==> config.mk <==
export PLATFORM = sky130hd
export DESIGN_NAME = if_fetch
export DESIGN_NICKNAME = d
export VERILOG_FILES = /design/src/rtl/if_fetch_pkg.sv /design/src/rtl/fetch_fifo.sv /design/src/rtl/if_fetch.sv
export SDC_FILE = /design/constraint.sdc
export NUM_CORES = 1
export LEC_CHECK = 0
export ABC_AREA = 1
export ABC_CLOCK_PERIOD_IN_PS = 14370
export CAP_MARGIN = 5
export CORE_MARGIN = 2
export CORE_UTILIZATION = 55
export CTS_CLUSTER_DIAMETER = 40
export DETAILED_ROUTE_END_ITERATION = 10
export DONT_BUFFER_PORTS = 1
export GPL_ROUTABILITY_DRIVEN = 0
export PLACE_DENSITY = 0.7
export SLEW_MARGIN = 20
export SYNTH_ARGS = -nofsm -noshare
export SYNTH_HDL_FRONTEND = slang
export SYNTH_HIERARCHICAL = 1
export SYNTH_SLANG_ARGS = --single-unit
==> constraint.sdc <==
create_clock -name clk -period 14.37 [get_ports clk]
set_clock_uncertainty 0.2 [all_clocks]
set_input_delay 1.437 -clock clk [delete_from_list [all_inputs] [get_ports clk]]
set_output_delay 1.437 -clock clk [all_outputs]
set_load 0.01 [all_outputs]
==> src/rtl/if_fetch_pkg.sv <==
// Shared types and constants for the instruction fetch stage.
package if_fetch_pkg;

  localparam int unsigned XLEN             = 32;
  localparam logic [XLEN-1:0] RESET_PC_DEFAULT = 32'h0000_0000;
  localparam logic [XLEN-1:0] NOP_INST     = 32'h0000_0013;

  localparam int unsigned FETCH_FIFO_DEPTH = 2;
  localparam int unsigned FIFO_PTR_W       = $clog2(FETCH_FIFO_DEPTH);
  localparam int unsigned FIFO_CNT_W       = $clog2(FETCH_FIFO_DEPTH + 1);

  // One fetched instruction together with the PC it was fetched from.
  typedef struct packed {
    logic [XLEN-1:0] pc;
    logic [XLEN-1:0] inst;
  } fetch_entry_t;

  // Request/discard control states.
  typedef enum logic [1:0] {
    ST_IDLE         = 2'd0,
    ST_WAIT         = 2'd1,
    ST_WAIT_DISCARD = 2'd2
  } fetch_state_t;

  // Clear the byte-offset bits so an address points at a whole word.
  function automatic logic [XLEN-1:0] word_align(input logic [XLEN-1:0] addr);
    return addr & ~XLEN'(3);
  endfunction

endpackage

==> src/rtl/fetch_fifo.sv <==
// Two-entry {pc, inst} buffer between instruction memory and decode.
// Ports: clk, rst (async, active-high), clear (drop all entries),
//        push/push_data, pop, head (oldest entry), count, empty, full.
module fetch_fifo
  import if_fetch_pkg::*;
(
  input  logic                  clk,
  input  logic                  rst,
  input  logic                  clear,
  input  logic                  push,
  input  fetch_entry_t          push_data,
  input  logic                  pop,
  output fetch_entry_t          head,
  output logic [FIFO_CNT_W-1:0] count,
  output logic                  empty,
  output logic                  full
);

  fetch_entry_t            mem [FETCH_FIFO_DEPTH];
  logic [FIFO_PTR_W-1:0]   wr_ptr;
  logic [FIFO_PTR_W-1:0]   rd_ptr;
  logic                    do_push;
  logic                    do_pop;

  function automatic logic [FIFO_PTR_W-1:0] ptr_inc(input logic [FIFO_PTR_W-1:0] p);
    return (p == FIFO_PTR_W'(FETCH_FIFO_DEPTH - 1)) ? '0 : p + FIFO_PTR_W'(1);
  endfunction

  assign empty   = (count == '0);
  assign full    = (count == FIFO_CNT_W'(FETCH_FIFO_DEPTH));
  assign do_pop  = pop && !empty;
  // A push into a full buffer is only accepted when the head leaves the same cycle.
  assign do_push = push && (!full || do_pop);
  assign head    = mem[rd_ptr];

  // Pointer and occupancy tracking; clear wins over push/pop.
  always_ff @(posedge clk or posedge rst) begin
    if (rst) begin
      wr_ptr <= '0;
      rd_ptr <= '0;
      count  <= '0;
    end else if (clear) begin
      wr_ptr <= '0;
      rd_ptr <= '0;
      count  <= '0;
    end else begin
      if (do_push) wr_ptr <= ptr_inc(wr_ptr);
      if (do_pop)  rd_ptr <= ptr_inc(rd_ptr);
      count <= count + FIFO_CNT_W'(do_push) - FIFO_CNT_W'(do_pop);
    end
  end

  // Payload storage; contents are only observed while count is non-zero.
  always_ff @(posedge clk) begin
    if (do_push && !clear) mem[wr_ptr] <= push_data;
  end

endmodule

==> src/rtl/if_fetch.sv <==
// Instruction fetch stage: issues single-outstanding word requests to
// instruction memory, buffers responses, and presents them to decode.
// Ports: clk, rst (async, active-high); stall_i, flush_i, target_i from the
//        pipeline; imem_req_o/imem_addr_o/imem_ack_i/imem_rdata_i to memory;
//        valid_o/pc_o/inst_o toward decode.
module if_fetch
  import if_fetch_pkg::*;
#(
  parameter logic [XLEN-1:0] RESET_PC   = RESET_PC_DEFAULT,
  parameter int unsigned     FIFO_DEPTH = FETCH_FIFO_DEPTH
)(
  input  logic            clk,
  input  logic            rst,
  input  logic            stall_i,
  input  logic            flush_i,
  input  logic [XLEN-1:0] target_i,
  output logic            imem_req_o,
  output logic [XLEN-1:0] imem_addr_o,
  input  logic            imem_ack_i,
  input  logic [XLEN-1:0] imem_rdata_i,
  output logic            valid_o,
  output logic [XLEN-1:0] pc_o,
  output logic [XLEN-1:0] inst_o
);

  fetch_state_t            state;
  logic [XLEN-1:0]         fetch_pc;
  logic [XLEN-1:0]         pc_nx_c;
  logic [FIFO_CNT_W-1:0]   count_nx_c;
  logic                    room_c;
  logic                    push_c;
  logic                    pop_c;
  fetch_entry_t            push_data_c;
  fetch_entry_t            fifo_head;
  logic [FIFO_CNT_W-1:0]   fifo_count;
  logic                    fifo_empty;
  logic                    fifo_full;

  // Only a response to a live, non-discarded request enters the buffer; flush drops it.
  assign push_c      = imem_ack_i && (state == ST_WAIT) && !flush_i && !fifo_full;
  assign pop_c       = !fifo_empty && !stall_i && !flush_i;
  assign push_data_c = '{pc: fetch_pc, inst: imem_rdata_i};

  // Next fetch PC: redirect wins, otherwise advance past each accepted word.
  always_comb begin
    pc_nx_c = fetch_pc;
    if (flush_i)     pc_nx_c = word_align(target_i);
    else if (push_c) pc_nx_c = fetch_pc + XLEN'(4);
  end

  // Buffer occupancy after this edge, used to decide whether a new request fits.
  always_comb begin
    count_nx_c = fifo_count;
    if (flush_i) count_nx_c = '0;
    else         count_nx_c = fifo_count + FIFO_CNT_W'(push_c) - FIFO_CNT_W'(pop_c);
  end

  assign room_c = (count_nx_c < FIFO_CNT_W'(FIFO_DEPTH));

  // Request/discard control; a request is held until its ack arrives.
  always_ff @(posedge clk or posedge rst) begin
    if (rst) begin
      state       <= ST_IDLE;
      imem_req_o  <= 1'b0;
      imem_addr_o <= '0;
      fetch_pc    <= word_align(RESET_PC);
    end else begin
      fetch_pc <= pc_nx_c;
      case (state)
        ST_IDLE: begin
          if (room_c) begin
            state       <= ST_WAIT;
            imem_req_o  <= 1'b1;
            imem_addr_o <= pc_nx_c;
          end
        end
        ST_WAIT, ST_WAIT_DISCARD: begin
          if (imem_ack_i) begin
            if (room_c) begin
              state       <= ST_WAIT;
              imem_req_o  <= 1'b1;
              imem_addr_o <= pc_nx_c;
            end else begin
              state      <= ST_IDLE;
              imem_req_o <= 1'b0;
            end
          end else if (flush_i) begin
            // Response still owed by memory; mark it to be dropped on arrival.
            state <= ST_WAIT_DISCARD;
          end
        end
        default: begin
          state      <= ST_IDLE;
          imem_req_o <= 1'b0;
        end
      endcase
    end
  end

  fetch_fifo u_fifo (
    .clk       (clk),
    .rst       (rst),
    .clear     (flush_i),
    .push      (push_c),
    .push_data (push_data_c),
    .pop       (pop_c),
    .head      (fifo_head),
    .count     (fifo_count),
    .empty     (fifo_empty),
    .full      (fifo_full)
  );

  // Decode sees the buffer head directly; an empty buffer shows a NOP at PC 0.
  assign valid_o = !fifo_empty;
  assign pc_o    = fifo_empty ? '0 : fifo_head.pc;
  assign inst_o  = fifo_empty ? NOP_INST : fifo_head.inst;

endmodule

==> reports/metrics.cfg, run 1 <==
[synth]
synth_cell_type_count = 40
postSynthCellCount = 996
syn-num-nets = 1071
synth-edff-count = 128
synth.top_cell.area_share_pct = 41.77
yosys.area_share.simple_pct = 26.53
synthFlopType = edfxtp_1
yosysSeqAreaShare_pct = 61.07
synth_top_family_by_area = simple AND/OR/NAND/NOR gates
synth_most_common_cell = nand2_1
ys_warn_count = 6
synth_fa_ha_area_share_pct = 0.8158
synth_xor_area_share_pct = 0.8566
netlist_top_cells_count = nand2_1, edfxtp_1, inv_1, nor2_1, dfrtp_1
synth_compound_area_share_pct = 3.059
ys_seq_elements = 199
synth_area_per_cell_um2 = 9.240
ys_top_cells_by_area = edfxtp_1, dfrtp_1, nand2_1
syn_area_mm2 = 0.009203
async_reset_ff_share_pct = 35.68
synth_top_area_cell = edfxtp_1
synthMuxAreaShare_pct = 0

[status]
status = finished, final reports clean

[critical_path]
critPathMaxFanout = 66
timing_worst_setup_path_type = reg2reg
end_kind = flop
worstPathRequired_ns = 14.23
cp-startpoint = u_fifo/count[1]
rr_endpoint = u_fifo/mem[0][63]
r2r_cells = 9
critPathLaunchType = flop
cp-endpoint = u_fifo/mem[0][63]
r2r-start = u_fifo/count[1]
worst-r2r-setup-slack_ns = 10.34
crit_arrival_ns = 3.89

[clocking]
clkTransAtPathRegs_ns = 0.06
clk_latency_ns = 0.43
cts_tree = yes
cts_sinks = 199
cts_setup_buffers = 0
clock_path_buffers = 2
cts_resized = 0
numCtsBuffers = 17
hold_buffers = 0
ctsRootBufferMaster = clkbuf_16
cts_max_level = 4

[placement]
hpwl_um = 12200
placed_area_mm2 = 0.009303
portBuffers = 0

[cells_and_area]
drive_above_1_share_pct = 8.383
multi_input_area_mm2 = 0.002882
n_fill_cell = 1413
syn_to_final_growth_pct = 7.206
fin_util_pct = 59.92
stdcell_area_mm2 = 0.009866
seqCellArea_mm2 = 0.005622
final_nets = 1064

[global_route]
grt_max_degree = 68
grt_pass1_vias = 5959
grt_use_total_pct = 21.37
grt_pass1_wl_um = 29750
gr-total-overflow = 0
grt_antenna_before_repair = 1

[sta]
fmax_mhz = 248.1
rsz0062_at_grt = no
hold_violations = 0
whs_ns = 0.2721
fin_crit_sh_pct = 28.04
maxSlewHeadroom_pct = 43.66
setup_viol = 0
maxSlewViolCount = 0
worst_slew_pin_slew_ns = 0.8441
timing.final.crit_period_ns = 4.030
setup_tns_ns = 0

[floorplan]
initial_core_util_pct = 55.89
num_io_pins = 167
die-area_mm2 = 0.01778
core_area_mm2 = 0.01647
die_h_um = 133.4
die_width_um = 133.4
placementRows = 47

[routing]
drc = 0
drt-initial-drc-count = 497
wl_um = 18330
dr_total_vias = 6202
avgViaCountPerCell = 5.071
postRouteAntennaNets = 0
dr.pass1.iters = 5
wl_per_cell_um = 14.99

[worst_hold_path]
hp-class = reg2reg

[pwr]
p_leak_uw = 0.004429
power_density_mw_per_mm2 = 145.4
worst_ir_drop_vdd_v = 0.00009510
power_uw = 1434

[job]
max_cap_violations = 0

==> registers in the layout (all words and copies together) (netlist names) <==
signal         cells
u_fifo/wr_ptr      1
fetch_pc          32
imem_addr_o       32
u_fifo/count       2
imem_req_o         1
u_fifo/rd_ptr      1
state              2
u_fifo/mem       128
==> cells in the final DEF (no fill, tap or decap), drive strengths merged <==
cell,instances
a21oi,4
o211ai,1
and2,6
nor2,112
inv,126
nor3,3
nand4,18
or2,16
a21boi,7
buf,7
nand3,51
o21bai,3
clkbuf,26
nand2,378
dfrtp,71
o21a,1
ha,6
a31oi,5
o311ai,1
edfxtp,128
xnor2,6
nand3b,1
diode,1
clkinv,5
xor2,3
o21ai,17
==> how the worst min path moves through the flow <==
stage                      from           endpoint  slack, ns  depth (start not counted)
finish              fetch_pc[1]  u_fifo/mem[1][33]       0.27                          0
global route        fetch_pc[1]  u_fifo/mem[1][33]       0.30                          0
CTS                 fetch_pc[1]  u_fifo/mem[1][33]       0.27                          0
detailed placement  fetch_pc[1]  u_fifo/mem[1][33]       0.26                          0
global placement    fetch_pc[1]  u_fifo/mem[1][33]       0.25                          0
floorplan           fetch_pc[0]  u_fifo/mem[0][32]       0.24                          0
==> critical path: stages (launching register included) <==
cell and delay, ns:
dfrtp_1 0.40, inv_1 0.08, nand2_1 0.14, clkinv_2 0.68, nor3_1 0.75, inv_1 0.08
nand2_1 0.12, nand4_1 0.13, inv_2 0.50, buf_4 0.55
==> report_power, final <==
| group | internal [uW] | total [uW] | switching [uW] |
|---|---|---|---|
| clock | 251 | 444 | 193 |
| combinational | 68.2 | 230 | 162 |
| sequential | 684 | 760 | 75.5 |
| total | 1000 | 1430 | 430 |
==> cell families (layout without fill, tap and decap cells) <==
logic type	Yosys count	count (layout)
AOI/OAI and AO/OA	39	39
xor gates and xnor gates	9	9
adders and majority gates	6	6
buffers and inverters	158	164
DFF	199	199
other	0	1
and+or+nand+nor	585	585
==> per-layer routing <==
metal | global-route usage (%) | share of wire [%]
met5 | 0 | 0
met2 | 33.56 | 45
met1 | 28.36 | 43
met4 | 8.274 | 2.1
met3 | 6.279 | 9.2
==> through the flow <==
step,std cells,worst slack (ns)
6_report,1223,10.34
3_5_place_dp,1190,10.44
4_1_cts,1222,10.54
3_3_place_gp,1190,10.49
5_1_grt,1222,9.868
2_1_floorplan,996,6.812
==> cell type report <==
class | instances | share of cell area [%]
clock buffer | 26 | 5.301
clock inverter | 6 | 0.3678
sequential | 199 | 56.98
timing repair buffer | 7 | 0.5327
multi-input combinational | 639 | 29.21
inverter | 125 | 4.794
tap | 220 | 2.790
antenna | 1 | 0.02536
Power figures use the tool's default switching activity.
==> inputs of run 2 (changes only) <==
ABC_CLOCK_PERIOD_IN_PS = 3300   (was 14370)
PLACE_DENSITY = 0.73   (was 0.7)
clock period = 3.3 ns   (was 14.37 ns; I/O delays follow)
==> run 2 against run 1 <==
Net effect: die area unchanged; combinational power increased to 4.8 times the previous value; critical path depth grew 3; register-to-register slack got worse by 9.7 ns; routed wire length up 4.8%; cell area increased by 7.6%; count of clock-buffer cells in the layout shrank 6; clock power grew to 4.4 times the previous value; highest routed layer unchanged.
==> reports/metrics.cfg, run 2 (synthesis results as in run 1) <==
[pwr]
pwr-share-comb_pct = 17.2  ; was 16.0%
power_density_mw_per_mm2 = 600.4  ; was 145.4 mW/mm^2
p_switching_uw = 1977  ; was 430.0 uW
swShare_pct = 31.02  ; was 29.98%
seqPwrFrac_pct = 52.0  ; was 53.0%
p_clk_share_pct = 30.8  ; was 31.0%
p_leak_uw = 0.004740  ; was 0.004429 uW
worst_ir_drop_vdd_v = 0.0003933  ; was 0.00009510 V
p_int_uw = 4397  ; was 1004 uW

[sta]
maxSlewHeadroom_pct = 53.43  ; was 43.66%
rsz0062_at_grt = no  ; unchanged
fmax_mhz = 364.1
fin_crit_sh_pct = 83.23
worst_slew_pin_slew_ns = 0.6985  ; was 0.8441 ns
timing.final.crit_period_ns = 2.747
whs_ns = 0.08950  ; was 0.2721 ns
hold_violations = 0  ; unchanged
setup_viol = 0  ; unchanged
setup_ws_ns = 0.5535  ; was 10.34 ns
setup_tns_ns = 0  ; unchanged
maxSlewViolCount = 0  ; unchanged

[clocking]
clk_latency_ns = 0.43  ; about the same
clkTransAtPathRegs_ns = 0.07  ; was 0.06 ns
cts_sinks = 199  ; unchanged
cts_tree = yes  ; unchanged
numCtsBuffers = 17  ; unchanged
clock_path_buffers = 2  ; unchanged
cts_resized = 0  ; unchanged
hold_buffers = 68  ; was 0
cts_setup_buffers = 0  ; unchanged
cts_max_level = 4  ; unchanged
ctsRootBufferMaster = clkbuf_16  ; unchanged

[job]
max_cap_violations = 0  ; unchanged

[placement]
post-place-ws_ns = 0.6605  ; was 10.44 ns
hpwl_um = 12260  ; was 12200 um
portBuffers = 0  ; unchanged
placed_area_mm2 = 0.009363  ; was 0.009303 mm^2

[global_route]
grt_antenna_before_repair = 0  ; was 1
grt_pass1_vias = 6270  ; was 5959
grt_pass1_wl_um = 30980  ; was 29750 um
busiest_layer = met2  ; unchanged
gr-total-overflow = 0  ; unchanged
use_met1_pct = 29.50  ; was 28.36%
grt_max_degree = 66  ; was 68
use_met3_pct = 5.061  ; was 6.279%
grt_use_total_pct = 22.51  ; was 21.37%
grtUsageMet2_pct = 36.97  ; was 33.56%

[critical_path]
timing_worst_setup_path_type = in2reg  ; was reg2reg
critPathMaxFanout = 37  ; was 66
crit_arrival_ns = 2.85  ; was 3.89 ns
rr_endpoint = imem_addr_o[14]  ; was u_fifo/mem[0][63]
worst-r2r-setup-slack_ns = 0.67  ; was 10.34 ns
cp_slowest_cell = dlygate4sd3_1  ; was nor3_1
r2r-start = u_fifo/count[1]  ; unchanged
max_stage_delay_ns = 0.58  ; was 0.75 ns
crit_chain = dlygate4sd3_1 -> buf_12 -> nor3_4 -> ha_1 -> xnor2_1 -> inv_1 -> nand2_1 -> nand3_2 -> nand2_4 -> inv_4 -> nor2_1 -> a31oi_4  ; was inv_1 -> nand2_1 -> clkinv_2 -> nor3_1 -> inv_1 -> nand2_1 -> nand4_1 -> inv_2 -> buf_4
r2r_cells = 13  ; was 9
critPathLaunchType = input port  ; was flop
end_kind = flop  ; unchanged
worstPathRequired_ns = 3.40  ; was 14.23 ns

[status]
status = finished, final reports clean  ; unchanged

[routing]
dr_total_vias = 6506  ; was 6202
wl_per_cell_um = 14.85  ; was 14.99 um
wl_um = 19200  ; was 18330 um
avgViaCountPerCell = 5.032  ; was 5.071
drt-initial-drc-count = 455  ; was 497
drc = 0  ; unchanged
postRouteAntennaNets = 0  ; unchanged
dr.pass1.iters = 9  ; was 5

[cells_and_area]
largest_register = u_fifo/mem  ; unchanged
n_fill_cell = 1303  ; was 1413
stdcell_area_mm2 = 0.01062  ; was 0.009866 mm^2
final_common_cell = nand2_1  ; unchanged
n_antenna_cell = 0  ; was 1
mostFrequentLayoutCells = nand2_1, edfxtp_1, inv_1  ; unchanged
final_nets = 1135  ; was 1064
reg.largest.list = u_fifo/mem (128), fetch_pc (32), imem_addr_o (32)  ; unchanged
largest_reg_flops = 128  ; unchanged
multi_input_area_mm2 = 0.002907  ; was 0.002882 mm^2
drive_above_1_share_pct = 8.667  ; was 8.383%
syn_to_final_growth_pct = 15.38  ; was 7.206%
seqCellArea_mm2 = 0.005622  ; unchanged

[floorplan]
die-area_mm2 = 0.01778  ; unchanged
num_io_pins = 167  ; unchanged
core_area_mm2 = 0.01647  ; unchanged
die_h_um = 133.4  ; unchanged
initial_core_util_pct = 55.89  ; unchanged
placementRows = 47  ; unchanged
die_width_um = 133.4  ; unchanged

[worst_hold_path]
hp-class = in2async  ; was reg2reg

-- run 2: final cells by class --
type                    count  share of cell area [%]
clock buffers              20                   4.502
clock inverters            12                  0.8131
inverters                 125                   4.443
multi-input cells         639                   27.37
flip-flops and latches    199                   52.95
well taps                 220                   2.593
repair buffers             78                   7.330
-- run 2: power by group through the flow --
stage                     Combinational (uW)  Sequential, uW  Clock, uW
after global placement                   997            3360          0
final                                   1100            3310       1960
after global routing                    1260            3350       2100
after floorplan                          888            3280          0
after CTS                               1110            3310       2000
after detailed placement                1030            3350          0
-- run 2: worst max-delay path by stage --
stage | startpoint | to | slack [ns]
floorplan | u_fifo/count[1] | u_fifo/mem[1][0] | 0.00007
global placement | u_fifo/count[1] | imem_addr_o[14] | 0.71
detailed placement | u_fifo/count[1] | imem_addr_o[14] | 0.66
CTS | flush_i | imem_addr_o[14] | 0.55
global route | flush_i | imem_addr_o[14] | 0.35
finish | flush_i | imem_addr_o[14] | 0.55
-- run 2: layer usage --
metal	share of wire, %	up-vias
met3	6.1	30
met5	0	-
met2	48	200
met4	2.1	0
li1	-	3265
met1	44	3011
-- run 2: per-stage QoR --
step	instances	util [%]	total power (uW)
3_5_place_dp	1193	56.86	4386
3_3_place_gp	1193	56.86	4354
5_1_grt	1293	64.48	6714
6_report	1293	64.48	6375
4_1_cts	1293	64.48	6427
2_1_floorplan	996	-	4170
-- run 2: critical path: cells and delay by family --
family | cells | cell delay, ns
fa+ha+maj | 1 | 0.20
buf+inv | 4 | 1.08
compound gates | 1 | 0.04
simple gates | 5 | 1.05
xor+xnor | 1 | 0.13
==> inputs of run 3 (changes only) <==
ABC_CLOCK_PERIOD_IN_PS = 2700   (was 3300)
PLACE_DENSITY = 0.7   (was 0.73)
clock period = 2.7 ns   (was 3.3 ns; I/O delays follow)
==> run 3 against run 2 <==
Net effect: worst setup slack worse by 0.34 ns; critical path depth is 1 lower; sequential share of layout area is 0.11 points lower; final cell count is 0.31% higher; first-iteration DRC count is 16% higher; global-route usage is 0.43 points lower; count of clock-buffer cells in the layout is 5 higher; worst hold slack worse by 0.032 ns; via count is 0.18% higher; power is 21% higher; non-clock buffer count is 4 higher; die area stayed put; critical path type is now reg2reg.
==> reports/metrics.cfg, run 3 (synthesis results as in run 1) <==
[global_route]
grt_antenna_before_repair = 0  ; unchanged
grt_max_degree = 66  ; unchanged
grt_pass1_vias = 6260  ; was 6270
grt_pass1_wl_um = 30770  ; was 30980 um
gr-total-overflow = 0  ; unchanged
grt_use_total_pct = 22.08  ; was 22.51%

[placement]
hpwl_um = 12330  ; was 12260 um
placed_area_mm2 = 0.009422  ; was 0.009363 mm^2
portBuffers = 0  ; unchanged
dp.cells = 1197  ; was 1193
post-place-ws_ns = 0.3485  ; was 0.6605 ns

[critical_path]
crit_family = buffers and inverters  ; unchanged
cp_slowest_cell = dlygate4sd3_1  ; unchanged
end_kind = flop  ; unchanged
crit_path_frequent_cell = inv_1
crit_arrival_ns = 2.59  ; was 2.85 ns
max_stage_delay_ns = 0.55  ; was 0.58 ns
worstPathRequired_ns = 2.81  ; was 3.40 ns
critPathLaunchType = flop  ; was input port
timing_worst_setup_path_type = reg2reg  ; was in2reg
critPathMaxFanout = 13  ; was 37
crit_chain = inv_1 -> ha_1 -> nand2_2 -> nor2_8 -> inv_1 -> nand3_1 -> nand2_1 -> ha_1 -> inv_1 -> nor2_1 -> dlygate4sd3_1  ; was dlygate4sd3_1 -> buf_12 -> nor3_4 -> ha_1 -> xnor2_1 -> inv_1 -> nand2_1 -> nand3_2 -> nand2_4 -> inv_4 -> nor2_1 -> a31oi_4
critPathBufInv = 4  ; unchanged

[sta]
worst_slew_pin_slew_ns = 0.6971  ; was 0.6985 ns
maxSlewViolCount = 0  ; unchanged
maxSlewHeadroom_pct = 53.53  ; was 53.43%
setup_ws_ns = 0.2175  ; was 0.5535 ns
fin_crit_sh_pct = 91.94
rsz0062_at_grt = no  ; unchanged
timing.final.crit_period_ns = 2.482
setup_viol = 0  ; unchanged
hold_violations = 0  ; unchanged
fmax_mhz = 402.8
whs_ns = 0.05714  ; was 0.08950 ns

[floorplan]
die_width_um = 133.4  ; unchanged
core_area_mm2 = 0.01647  ; unchanged
die_h_um = 133.4  ; unchanged
num_io_pins = 167  ; unchanged
initial_core_util_pct = 55.89  ; unchanged
placementRows = 47  ; unchanged
die-area_mm2 = 0.01778  ; unchanged

[job]
max_cap_violations = 0  ; unchanged

[clocking]
numCtsBuffers = 17  ; unchanged
clkTransAtPathRegs_ns = 0.07  ; about the same
clk_latency_ns = 0.43  ; about the same
cts_sinks = 199  ; unchanged
ctsRootBufferMaster = clkbuf_16  ; unchanged
cts_tree = yes  ; unchanged
cts_max_level = 4  ; unchanged
clock_path_buffers = 2  ; unchanged

[pwr]
worst_ir_drop_vdd_v = 0.0005091  ; was 0.0003933 V
power_density_mw_per_mm2 = 722.0  ; was 600.4 mW/mm^2
p_leak_uw = 0.004727  ; was 0.004740 uW
p_int_uw = 5357  ; was 4397 uW
p_clk_share_pct = 29.1  ; was 30.8%
p_switching_uw = 2325  ; was 1977 uW
power_uw = 7682  ; was 6375 uW
swShare_pct = 30.27  ; was 31.02%
seqPwrFrac_pct = 52.6  ; was 52.0%
pwr-share-comb_pct = 18.2  ; was 17.2%

[status]
status = finished, final reports clean  ; unchanged

[routing]
wl_um = 19050  ; was 19200 um
postRouteAntennaNets = 0  ; unchanged
drc = 0  ; unchanged
drt-initial-drc-count = 527  ; was 455
avgViaCountPerCell = 5.025  ; was 5.032
wl_per_cell_um = 14.69  ; was 14.85 um
dr.pass1.iters = 6  ; was 9
dr_total_vias = 6518  ; was 6506

[cells_and_area]
syn_to_final_growth_pct = 15.61  ; was 15.38%
stdcell_area_mm2 = 0.01064  ; was 0.01062 mm^2
n_antenna_cell = 0  ; unchanged
largest_reg_flops = 128  ; unchanged
fin_cells = 1297  ; was 1293
mostFrequentLayoutCells = nand2_1, edfxtp_1, inv_1  ; unchanged
reg.largest.list = u_fifo/mem (128), fetch_pc (32), imem_addr_o (32)  ; unchanged
n_fill_cell = 1345  ; was 1303
largest_register = u_fifo/mem  ; unchanged
final_nets = 1139  ; was 1135
drive_above_1_share_pct = 8.635  ; was 8.667%
final_common_cell = nand2_1  ; unchanged

[worst_hold_path]
hp-class = in2async  ; unchanged

==> run 3: changes by cell type in the layout (fill, tap and decap cells not counted), moves of 2 or more <==
cell | before | now
inv_6 | 6 | 0
clkbuf_1 | 0 | 6
clkinvlp_4 | 2 | 4
buf_4 | 9 | 11
clkinv_2 | 3 | 1
clkinv_4 | 0 | 2
buf_12 | 2 | 4
==> run 3: stage by stage <==
stage / util, % / setup TNS (ns)
3_3_place_gp: 57.22 / 0
3_5_place_dp: 57.22 / 0
2_1_floorplan: - / -36.90
4_1_cts: 64.60 / 0
6_report: 64.61 / 0
5_1_grt: 64.61 / 0
==> run 3: metal layers <==
metal,wire length [um],global-route usage (%),vias to the layer above
li1,-,-,3281
met1,8569,29.36,3004
met2,8976,36.71,208
met3,1157,4.756,25
met4,344,6.915,0
met5,0,0,-
==> run 3: what timing repair did <==
item                                    in CTS  in global routing
hold buffers                                68                  0
setup buffers                                0                  0
resized for setup                            0                  1
endpoints found under the setup margin       0                  1
hold endpoints to repair                   206                  0
==> run 3: area by class of cell <==
cell class	count	area (um^2)	share of cell area, %
well taps	220	275.3	2.587
repair buffers	82	833.3	7.832
inverters	125	475.5	4.469
clock inverters	7	48.80	0.4587
flip-flops and latches	199	5622	52.84
clock buffers	25	475.5	4.469
multi-input cells	639	2909	27.34
==> run 3: final timing paths <==
check | to | from | cells after the start | slack, ns
max in group asynchronous | fetch_pc[18] | rst | 3 | 1.60
hold reg to reg | u_fifo/mem[0][33] | fetch_pc[1] | 0 | 0.28
min in group clk | u_fifo/mem[1][40] | flush_i | 2 | 0.06
setup / recovery | u_fifo/count[0] | state[1] | 11 | 0.22
setup reg to reg | u_fifo/count[0] | state[1] | 11 | 0.22
hold / removal | u_fifo/count[1] | rst | 2 | 0.06
==> run 3: power groups by stage <==
stage | Combinational, uW | Clock (uW) | Sequential, uW
after detailed placement | 1310 | 0 | 4090
after floorplan | 1090 | 0 | 4010
final | 1400 | 2240 | 4040
after CTS | 1410 | 2290 | 4040
after global routing | 1600 | 2410 | 4090
after global placement | 1270 | 0 | 4090
==> run 3: worst reg2reg max path: cells and delay by family (launching register included) <==
family / cells / cell delay [ns]
buffers and inverters: 4 / 0.77
adder cells (fa/ha/maj): 2 / 0.44
flip-flops: 1 / 0.38
AND/OR/NAND/NOR: 5 / 0.57
